<file path="config.mk">
export PLATFORM = sky130hd
export DESIGN_NAME = sisc_fetch_flat
export DESIGN_NICKNAME = d
export VERILOG_FILES = /design/src/rtl/sisc_pkg.sv /design/src/rtl/sisc_fetch_if.sv /design/src/rtl/sisc_fetch.sv /design/src/flat_wrapper.sv
export SDC_FILE = /design/constraint.sdc
export NUM_CORES = 1
export LEC_CHECK = 0
export ABC_AREA = 1
export ABC_CLOCK_PERIOD_IN_PS = 1600
export CAP_MARGIN = 40
export CORE_MARGIN = 1.5
export CORE_UTILIZATION = 42
export DETAILED_ROUTE_END_ITERATION = 7
export GPL_TIMING_DRIVEN = 0
export PLACE_DENSITY = 0.87
export SETUP_SLACK_MARGIN = 0.5
export SYNTH_ARGS = -nofsm -noshare
export SYNTH_HDL_FRONTEND = slang
export SYNTH_SLANG_ARGS = --single-unit
</file>
<file path="constraint.sdc">
create_clock -name clk -period 1.6 [get_ports clk]
set_input_delay 0.32 -clock clk [delete_from_list [all_inputs] [get_ports clk]]
set_output_delay 0.32 -clock clk [all_outputs]
set_load 0.03 [all_outputs]
</file>
<file path="src/rtl/sisc_pkg.sv">
// Shared SISC definitions: fetch FSM states, the NOP encoding and the
// default fetch-unit geometry.
package sisc_pkg;

  // Fetch unit is either idle or waiting on instruction memory.
  typedef enum logic {
    S_IDLE = 1'b0,
    S_WAIT = 1'b1
  } fetch_state_t;

  // All-zero instruction word is the architectural NOP.
  localparam logic [31:0] SISC_NOP = 32'h0000_0000;

  localparam int unsigned DEFAULT_ADDR_W      = 16;
  localparam int unsigned DEFAULT_RESET_PC    = 0;
  localparam int unsigned DEFAULT_ACK_TIMEOUT = 15;

endpackage : sisc_pkg

</file>
<file path="src/rtl/sisc_fetch_if.sv">
// Instruction-memory request/acknowledge bus. The fetch unit is the
// master; the instruction memory is the slave.
interface sisc_fetch_if
  import sisc_pkg::*;
#(
  parameter int unsigned ADDR_W = DEFAULT_ADDR_W
);

  logic              mem_req;    // request held until acknowledged
  logic [ADDR_W-1:0] mem_addr;   // word address, stable while mem_req=1
  logic [31:0]       mem_rdata;  // instruction word, valid with mem_ack
  logic              mem_ack;    // one-cycle data-valid strobe

  modport master (
    output mem_req,
    output mem_addr,
    input  mem_rdata,
    input  mem_ack
  );

  modport slave (
    input  mem_req,
    input  mem_addr,
    output mem_rdata,
    output mem_ack
  );

endinterface : sisc_fetch_if

</file>
<file path="src/rtl/sisc_fetch.sv">
// SISC instruction fetch unit. Owns the program counter, issues one
// outstanding request at a time to instruction memory, applies branch
// redirects (squashing an in-flight fetch if needed) and substitutes a
// NOP with a sticky fault flag when memory fails to answer in time.
module sisc_fetch
  import sisc_pkg::*;
#(
  parameter int unsigned       ADDR_W      = DEFAULT_ADDR_W,
  parameter logic [ADDR_W-1:0] RESET_PC    = ADDR_W'(DEFAULT_RESET_PC),
  parameter int unsigned       ACK_TIMEOUT = DEFAULT_ACK_TIMEOUT  // 1..255
) (
  input  logic              clk,
  input  logic              rst_f,
  input  logic              fetch_en,
  input  logic              br_taken,
  input  logic [ADDR_W-1:0] br_addr,
  sisc_fetch_if.master      imem,
  output logic [31:0]       ir,
  output logic              ir_load,
  output logic [ADDR_W-1:0] pc,
  output logic              busy,
  output logic              fault
);

  localparam logic [7:0]        TIMEOUT_CNT = 8'(ACK_TIMEOUT);
  localparam logic [ADDR_W-1:0] PC_STEP     = ADDR_W'(1);

  fetch_state_t      state;
  logic              mem_req;
  logic [ADDR_W-1:0] mem_addr;
  logic [7:0]        ack_cnt;   // WAIT cycles elapsed without mem_ack
  logic [7:0]        cnt_inc;
  logic              squash;    // in-flight fetch was overtaken by a branch

  assign cnt_inc = ack_cnt + 8'd1;

  // Registered request lines drive the memory bus directly.
  assign imem.mem_req  = mem_req;
  assign imem.mem_addr = mem_addr;

  // Fetch FSM, program counter, timeout counter and instruction register.
  // NOTE: rst_f is sampled only on the clock edge (synchronous reset), and
  // all state uses non-blocking assignments so every register sees the
  // pre-edge values of the others.
  always_ff @(posedge clk) begin
    if (!rst_f) begin
      state    <= S_IDLE;
      pc       <= RESET_PC;
      ir       <= SISC_NOP;
      ir_load  <= 1'b0;
      mem_req  <= 1'b0;
      mem_addr <= RESET_PC;
      busy     <= 1'b0;
      fault    <= 1'b0;
      ack_cnt  <= 8'd0;
      squash   <= 1'b0;
    end else begin
      ir_load <= 1'b0;
      unique case (state)
        S_IDLE: begin
          // A branch in the same cycle as a fetch request fetches the target.
          if (fetch_en) begin
            state    <= S_WAIT;
            mem_req  <= 1'b1;
            busy     <= 1'b1;
            mem_addr <= br_taken ? br_addr : pc;
            ack_cnt  <= 8'd0;
            squash   <= 1'b0;
            if (br_taken) pc <= br_addr;
          end else if (br_taken) begin
            pc <= br_addr;
          end
        end

        S_WAIT: begin
          if (imem.mem_ack) begin
            state   <= S_IDLE;
            mem_req <= 1'b0;
            busy    <= 1'b0;
            ack_cnt <= 8'd0;
            squash  <= 1'b0;
            if (squash || br_taken) begin
              // Stale instruction: drop it and keep the redirected pc.
              if (br_taken) pc <= br_addr;
            end else begin
              ir      <= imem.mem_rdata;
              ir_load <= 1'b1;
              pc      <= mem_addr + PC_STEP;
            end
          end else if (cnt_inc == TIMEOUT_CNT) begin
            // Memory never answered: hand the datapath a NOP and flag it.
            state   <= S_IDLE;
            mem_req <= 1'b0;
            busy    <= 1'b0;
            ack_cnt <= 8'd0;
            squash  <= 1'b0;
            ir      <= SISC_NOP;
            ir_load <= 1'b1;
            fault   <= 1'b1;
            if (br_taken) pc <= br_addr;
          end else begin
            ack_cnt <= cnt_inc;
            if (br_taken) begin
              squash <= 1'b1;
              pc     <= br_addr;
            end
          end
        end
      endcase
    end
  end

endmodule : sisc_fetch
</file>
<file path="src/flat_wrapper.sv">
// flat-port wrapper written by rule: the top's interface ports become plain ports
module sisc_fetch_flat import sisc_pkg::*;
#(
  parameter int unsigned       ADDR_W      = DEFAULT_ADDR_W,
  parameter logic [ADDR_W-1:0] RESET_PC    = ADDR_W'(DEFAULT_RESET_PC),
  parameter int unsigned       ACK_TIMEOUT = DEFAULT_ACK_TIMEOUT           
)
  (clk, rst_f, fetch_en, br_taken, br_addr, ir, ir_load, pc, busy, fault, imem_mem_req, imem_mem_addr, imem_mem_rdata, imem_mem_ack);
  sisc_fetch_if #(.ADDR_W(ADDR_W)) imem_i ();
  input  logic clk;
  input  logic rst_f;
  input  logic fetch_en;
  input  logic br_taken;
  input  logic [ADDR_W-1:0] br_addr;
  output logic [31:0] ir;
  output logic ir_load;
  output logic [ADDR_W-1:0] pc;
  output logic busy;
  output logic fault;
  output wire logic [$bits(imem_i.mem_req)-1:0] imem_mem_req;
  output wire logic [$bits(imem_i.mem_addr)-1:0] imem_mem_addr;
  input wire logic [$bits(imem_i.mem_rdata)-1:0] imem_mem_rdata;
  input wire logic [$bits(imem_i.mem_ack)-1:0] imem_mem_ack;
  assign imem_mem_req = imem_i.mem_req;
  assign imem_mem_addr = imem_i.mem_addr;
  assign imem_i.mem_rdata = imem_mem_rdata;
  assign imem_i.mem_ack = imem_mem_ack;
  sisc_fetch #(.ADDR_W(ADDR_W), .RESET_PC(RESET_PC), .ACK_TIMEOUT(ACK_TIMEOUT)) u_core (.clk(clk), .rst_f(rst_f), .fetch_en(fetch_en), .br_taken(br_taken), .br_addr(br_addr), .imem(imem_i), .ir(ir), .ir_load(ir_load), .pc(pc), .busy(busy), .fault(fault));
endmodule
</file>
After elaboration in Yosys (flattened, before gate mapping). Index checks and enable logic that the tools add are counted.

Register bits: 77. Bits of input ports: 53. Output and inout port bits: 68. Word-level logic and storage cells: 53.

Bitwise gates (word level): 2. Add/subtract/negate cells: 2. Muxes and demuxes: 27. Equality and inequality tests: 5. Reductions and logical operators: 8.

Operator list (number): 2-to-1 mux 32 bit (3); 2-to-1 mux 16 bit (3); case mux 16 bit (2 select lines) (1); 2-to-1 mux 8 bit (3); adder 16 x 1 -> 16 bit (second input constant) (1); case mux 8 bit (2 select lines) (1); 2-to-1 mux 1 bit (13); adder 8 x 1 -> 8 bit (second input constant) (1); equality test 8 x 4 -> 1 bit (second input constant) (1); AND reduction 2 bit (4); case mux 1 bit (2 select lines) (3); AND reduction 3 bit (2); inequality test 2 bit (second input constant) (2); inequality test 4 bit (second input constant) (1); inequality test 3 bit (second input constant) (1); NOT 1 bit (2); nonzero test 2 bit (1); logical OR 1 bit (1).

Depth between registers and ports, before layout.
Word-level depth: 5. Mapped depth: 11. Depth with buffers taken out: 10.

Worst setup path before layout. Ideal clock, no wire load.

Kind: register to register. Start: register u_core.mem_addr[0] (netlist: u_core.imem.mem_addr[0]). End: register u_core.pc[10]. Arrival time: 1.567 ns. Path buffers: 0. Clock period less this slack: 1.682 ns. Cell stages (with the launch flop): 9. Path slack: -0.082 ns. Data required time: 1.485 ns. Library setup time: 0.115 ns. Cell sequence: dfxtp_1 -> ha_1 -> nand3_1 -> nor2_1 -> nand2_1 -> nor2_1 -> xor2_1 -> o21ai_0 -> inv_1.

Longest elaborated chain between the ends: 4.

RTL lines: from (decl) (RTL line sisc_fetch.sv:30) `logic [ADDR_W-1:0] mem_addr;`; from (signal assigned) (RTL line sisc_fetch.sv:66) `mem_addr <= br_taken ? br_addr : pc;`; adder 16 x 1 -> 16 bit (RTL line sisc_fetch.sv:88) `pc <= mem_addr + PC_STEP;`; 2-to-1 mux 16 bit (RTL line sisc_fetch.sv:82) `if (squash || br_taken) begin`; 2-to-1 mux 16 bit (RTL line sisc_fetch.sv:76) `if (imem.mem_ack) begin`; case mux 16 bit (2 select lines) (RTL line sisc_fetch.sv:59) `unique case (state)`; to (signal assigned) (RTL line sisc_fetch.sv:69) `if (br_taken) pc <= br_addr;`; to (signal assigned) (RTL line sisc_fetch.sv:84) `if (br_taken) pc <= br_addr;`; to (signal assigned) (RTL line sisc_fetch.sv:88); to (decl) (RTL line sisc_fetch.sv:20) `output logic [ADDR_W-1:0] pc,`.

Every way passes these cells. A chain may end at the register's enable or synchronous reset.

Worst setup path after layout.
Start: register u_core.ack_cnt[5]. End: register u_core.ack_cnt[0].

Longest elaborated chain between the ends: 5.

RTL lines: from (decl) (RTL line sisc_fetch.sv:31) `logic [7:0] ack_cnt;`; from (signal assigned) (RTL line sisc_fetch.sv:102) `ack_cnt <= cnt_inc;`; adder 8 x 1 -> 8 bit (RTL line sisc_fetch.sv:35) `assign cnt_inc = ack_cnt + 8'd1;`; equality test 8 x 4 -> 1 bit (RTL line sisc_fetch.sv:90) `end else if (cnt_inc == TIMEOUT_CNT) begin`; 2-to-1 mux 8 bit (RTL line sisc_fetch.sv:90); 2-to-1 mux 8 bit (RTL line sisc_fetch.sv:76); case mux 8 bit (2 select lines) (RTL line sisc_fetch.sv:59).

Every way passes these cells.

==> out/results.ini <==
[outcome]
status = finished, violations left
violations = DRC, setup timing

[clock_network]
insertion_delay_ns = 0.40
cts_hold_buf = 0
cts_buffers = 9
cts_buffer_depth = 2
cts_tree = done
clk_transition_reported_paths_ns = 0.10
cts_root_buf = clkbuf_8
clock_sinks = 77
h-tree-depth = 3

[cells_and_area]
antenna_cells = 0
area_growth_pct = 85.0
ff_latch_area_um2 = 1680
drive_gt1_frac = 0.527
final_cell_area_um2 = 7200
layout.nets = 793
fill_cells = 421
multi_input_area_um2 = 2500

[pwr]
power_frac_seq = 0.420
leakagePower_nw = 3.33
cellInternalPower_mw = 3.34
total_power_mw = 5.07
p_clk_frac = 0.330
pwr_density_cell_nw_per_um2 = 705
swShare = 0.343
power_switching_mw = 1.74
ir_drop_mv = 0.435
p_comb_frac = 0.250

[drt]
wl_per_cell_um = 24.3
num_vias = 5343
ant_nets = 0
drt_first_iter_violations = 629
firstDrtPassIters = 8
wirelength_um = 20600
via_per_inst = 6.29
drc = 2

[synthesis]
async_flop_share = 0
synth.yosys.seq_area_share = 0.396
synthesis.nets = 584
ys_warn_count = 0
syn_inst = 528
syn_avg_cell_area_um2 = 7.37
synth_edf_count = 0
synth.largest_area_cell = dfxtp_1
synth.most_common_cell = nand2_1
synth_top_area_share = 0.396
synth_ff_type = dfxtp_1
synth_cell_types = 31
synth_seq_cells = 77
syn_area_um2 = 3890
synth_common_cells = nand2_1, dfxtp_1, inv_1
yosys-top-cells-area = dfxtp_1, nand2_1, nand3_2

[sta]
period_share = 1.25
drv_slew = 0
tns_ns = -11.17
setup_viol = 43
relSlewSlack = 0.401
hold_viol_final = 0
max_freq_mhz = 498
rsz0062_at_grt = true
finalCriticalPeriod_ns = 2.01
fin_ws_ns = -0.407
max_slew.worst_pin.slew_ns = 0.898
fin_worst_skew_ns = 0.0252

[setup_path]
worstPathRequired_ns = 1.86
cp_max_fo = 5
critical_path.startpoint = u_core.ack_cnt[5]$_SDFFE_PN0P_
crit_path_end_kind = flop
worst-r2r-cell-count = 9
critPathLaunchType = flop
r2r_slack_ns = -0.41
crit_path_end = u_core.ack_cnt[0]$_SDFFE_PN0P_
r2r-start = u_core.ack_cnt[5]$_SDFFE_PN0P_
arrival_ns = 2.27
rr_endpoint = u_core.ack_cnt[0]$_SDFFE_PN0P_
criticalPathCategory = flop to flop

[floorplanning]
ios = 121
initial_utilization = 0.440
num_rows = 34
die-area_um2 = 9850
coreArea_um2 = 8850
die_h_um = 99.3
die_w_um = 99.3

[global_route]
grt_start_max_net_pins = 15
antenna_found_initial = 0
grt_pass1_vias = 4908
grt_first_pass_wirelength_um = 24700
track_usage = 0.319
overflow = 0

[hold_path]
holdCritStartpoint = br_taken
hold_class = primary input to flop

[placed_design]
pre_cts_ws_ns = -0.400
port_buffers = 117
gp_congestion = 0.893
hpwlAfterDp_um = 8650
placed_area_um2 = 5390

[flow_run]
maxCapViolCount = 0

state kept, by name (all words and copies together) (netlist names):
signal and flops:
u_core.ir 32, u_core.imem.mem_addr 16, u_core.pc 16, u_core.ack_cnt 8, u_core.busy 1, u_core.fault 1
u_core.ir_load 1, u_core.squash 1, u_core.state 1
worst max-delay path: stages (launching register included):
cell	delay, ns
dfxtp_1	0.52
nand2_1	0.12
inv_1	0.12
nand3_1	0.09
nand2_1	0.10
nand2_2	0.11
buf_4	0.16
nand3_1	0.20
nand2_1	0.17
a21oi_1	0.29
final cells by class:
type	instances	area share
repair buffers	198	0.288
well taps	108	0.0188
flip-flops and latches	77	0.233
inverters	69	0.0407
clock inverters	5	0.00817
clock buffers	11	0.0196
multi-input cells	348	0.347
plain buffers	34	0.0447
metal layers:
metal / share of wire / global-route usage / up-vias
met2: 0.45 / 0.535 / 533
met1: 0.36 / 0.362 / 2477
met4: 0.082 / 0.209 / 0
li1: - / - / 2152
met5: 0 / 0 / -
met3: 0.10 / 0.0752 / 181
worst min path at each step:
stage | end | slack [ns] | depth (start not counted)
after floorplan | u_core.ack_cnt[7]$_SDFFE_PN0P_ | 0.46 | 2
after global placement | u_core.fault$_SDFFE_PN0P_ | 0.44 | 2
after detailed placement | u_core.fault$_SDFFE_PN0P_ | 0.46 | 2
after CTS | u_core.imem.mem_addr[13]$_SDFFE_PN0P_ | 0.32 | 3
after global routing | u_core.imem.mem_addr[9]$_SDFFE_PN0P_ | 0.35 | 3
final | u_core.imem.mem_addr[15]$_SDFFE_PN0P_ | 0.36 | 3
placed cells by master, fill, tap and decap left out, types with 8 or more instances in the layout:
cell,n
nand2_1,109
buf_6,98
inv_1,61
dfxtp_2,56
buf_4,50
clkdlybuf4s50_1,48
nand3_2,36
nand4_1,36
a21oi_1,19
dfxtp_4,18
nor2_4,15
a21oi_2,14
nand2_2,12
clkbuf_1,12
mux2i_1,12
nand3_1,11
clkbuf_8,11
o21ai_2,10
o21ai_0,10
nor2_1,8
o21ai_1,8
metrics by stage:
step | hold slack (ns) | instances | util
global placement | 0.441 | 753 | 0.610
CTS | 0.318 | 815 | 0.735
finish | 0.358 | 850 | 0.814
floorplan | 0.458 | 528 | -
global route | 0.346 | 850 | 0.814
detailed placement | 0.461 | 753 | 0.610
power by group through the flow:
stage               logic, mW  clock network (mW)  registers (mW)
finish                   1.27                1.67            2.13
global placement        0.824                   0            2.12
CTS                      1.02                1.53            2.10
detailed placement      0.842                   0            2.12
global route             1.30                1.73            2.13
floorplan               0.335                   0            2.25
cell families after synthesis:
logic type | after synthesis | share of synthesized area
buffers and inverters | 103 | 0.113
muxes | 12 | 0.0309
adders and majority gates | 3 | 0.00965
AOI/OAI and AO/OA | 80 | 0.107
and+or+nand+nor | 247 | 0.329
DFF | 77 | 0.396
xor gates and xnor gates | 6 | 0.0135
repair_timing:
item | 4_1_cts | 5_1_grt
setup endpoints to repair | 145 | 145
resized for setup | 631 | 99
cloned | 4 | 3
pin swaps | 44 | 60
setup buffers | 42 | 32
(Power assumes the default switching activity.)
==> RTL change: new RTL, same settings <==
The package constant `DEFAULT_ADDR_W` goes from 16 to 15.
--- a/src/rtl/sisc_pkg.sv
+++ b/src/rtl/sisc_pkg.sv
@@ -13,3 +13,3 @@
 
-  localparam int unsigned DEFAULT_ADDR_W      = 16;
+  localparam int unsigned DEFAULT_ADDR_W      = 15;
   localparam int unsigned DEFAULT_RESET_PC    = 0;
Interface: changed (resized br_addr, imem_mem_addr and pc); port bits go from 121 to 118. No check against the original RTL was run, so the function may have changed too.
==> RTL change against the original RTL <==
- the run ends with setup timing left
- design area fell by 7.1%
- routed wire length fell by 12%
- total power fell by 6.9%
- sequential cell count fell by 2
- worst setup slack improved by 0.022 ns
- worst hold slack improved by 0.031 ns
- first-iteration DRC count rose by 6.7%
- via count fell by 4.8%
- area after synthesis fell by 3.2%
- sequential share of layout area rose by 1.1 points
==> RTL change: results (changes against the original RTL) <==
[metrics] Syn Nets: 561 (-3.9%)
[metrics] total of buffers placed on input and output ports: 114 (-2.6%)
[metrics] filler cell count: 439 (+4.3%)
[metrics] total setup violations reported at the end of the flow: 42 (-2.3%)
[metrics] violation count after the first detailed-routing iteration: 671 (+6.7%)
[metrics] share of the synthesized area in compound gates (AO/OA/AOI/OAI): 0.1093 (+0.001943)
[metrics] violations in the final reports: setup timing
[metrics] Synth Area in XOR/XNOR: 0.009305 (-0.004199)
[metrics] maximum vdd drop: 0.4664 mV (+7.2%)
[metrics] largest registers: u_core.ir (32), u_core.imem.mem_addr (15), u_core.pc (15)
[metrics] stage delay of the slowest cell on the critical path: 0.39 ns (-0.13 ns)
[metrics] slowest library cell on the worst path: dfxtp_4
[metrics] portion of netlist area occupied by mux cells: 0.03190 (+0.001036)
[metrics] GRT Total Usage: 0.2913 (-0.02744)
[metrics] post-route met1 wirelength: 6474 um (-13%)
[metrics] most numerous cell types in the synthesized netlist: 124 x nand2_1, 75 x dfxtp_1, 65 x inv_1, 37 x a21oi_1, 35 x nand4_1
[metrics] met1 usage: 0.3433 (-0.01874)
[metrics] Met2 Routed Length: 8326 um (-11%)
[metrics] worst endpoint data arrival time: 2.24 ns (-0.03 ns)
[metrics] cells resized by post-CTS repair: 591 (-6.3%)
[metrics] Inst Count DP: 728 (-3.3%)
[metrics] outcome: complete, but fails checks
[metrics] library cells used by synthesis: 30 (-3.2%)
[metrics] average cell area after synthesis: 7.440 sq um (+0.96%)
[metrics] Setup WS post-layout: -0.3849 ns (+0.02194 ns)
[metrics] number of global-route vias before repair: 4623 (-5.8%)
[metrics] pre-CTS setup slack: -0.2157 ns (+0.1844 ns)
[metrics] Setup Skew: 0.01351 ns (-0.01172 ns)
[metrics] Post-CTS Setup Inserts: 36 (-14%)
[metrics] post-synthesis sequential area ratio: 0.3988 (+0.002662)
[metrics] cell count of the worst reg-to-reg path: 10 (+1)
[metrics] worst r2r src: u_core.ack_cnt[1]$_SDFFE_PN0P_
[metrics] Worst Max-Slew Pin Slew: 0.7535 ns (-0.1448 ns)
[metrics] P_leak: 3.072 nW (-7.7%)
[metrics] post-route setup TNS: -12.92 ns (-1.751 ns)
[metrics] largest fanout on the critical path: 6 (+1)
[metrics] first-pass GRT wire length: 22470 um (-8.9%)
[metrics] met2 capacity usage during global routing: 0.4850 (-0.05026)
[metrics] ranking of synthesized cells by area: dfxtp_1 40%, nand2_1 12%, nand3_2 8.0%, inv_1 6.5%, nand4_1 5.8%
[metrics] half-perimeter wire length after detailed placement: 8033 um (-7.1%)
[metrics] Detailed Route WL: 18240 um (-12%)
[RTL change: cell count changes after synthesis, moves of 2 or more]
cell,unedited run,this run
xor2_1,4,0
clkbuf_1,15,17
dfxtp_1,77,75
inv_1,69,65
xnor2_1,2,4
nor2_1,21,16
buf_2,13,10
o21ai_0,32,30
a211oi_1,1,3
nand2_1,129,124
[RTL change: power by group]
group	switching (mW)	leakage, nW	internal [mW]
clock network	0.768	0.0966	0.766
logic	0.629	2.33	0.507
registers	0.111	0.648	1.95
total	1.51	3.07	3.22
[RTL change: cell type report]
cell class                      instances  area [sq um]  share of cell area
Sequential cell                        75          1635              0.2446
Buffer                                 33         290.3             0.04341
Clock buffer                           12         145.1             0.02171
Timing Repair Buffer                  178          1876              0.2805
Inverter                               65         264.0             0.03948
Multi-Input combinational cell        333          2290              0.3424
Tap cell                              108         135.1             0.02021
Clock inverter                          4         51.30            0.007672
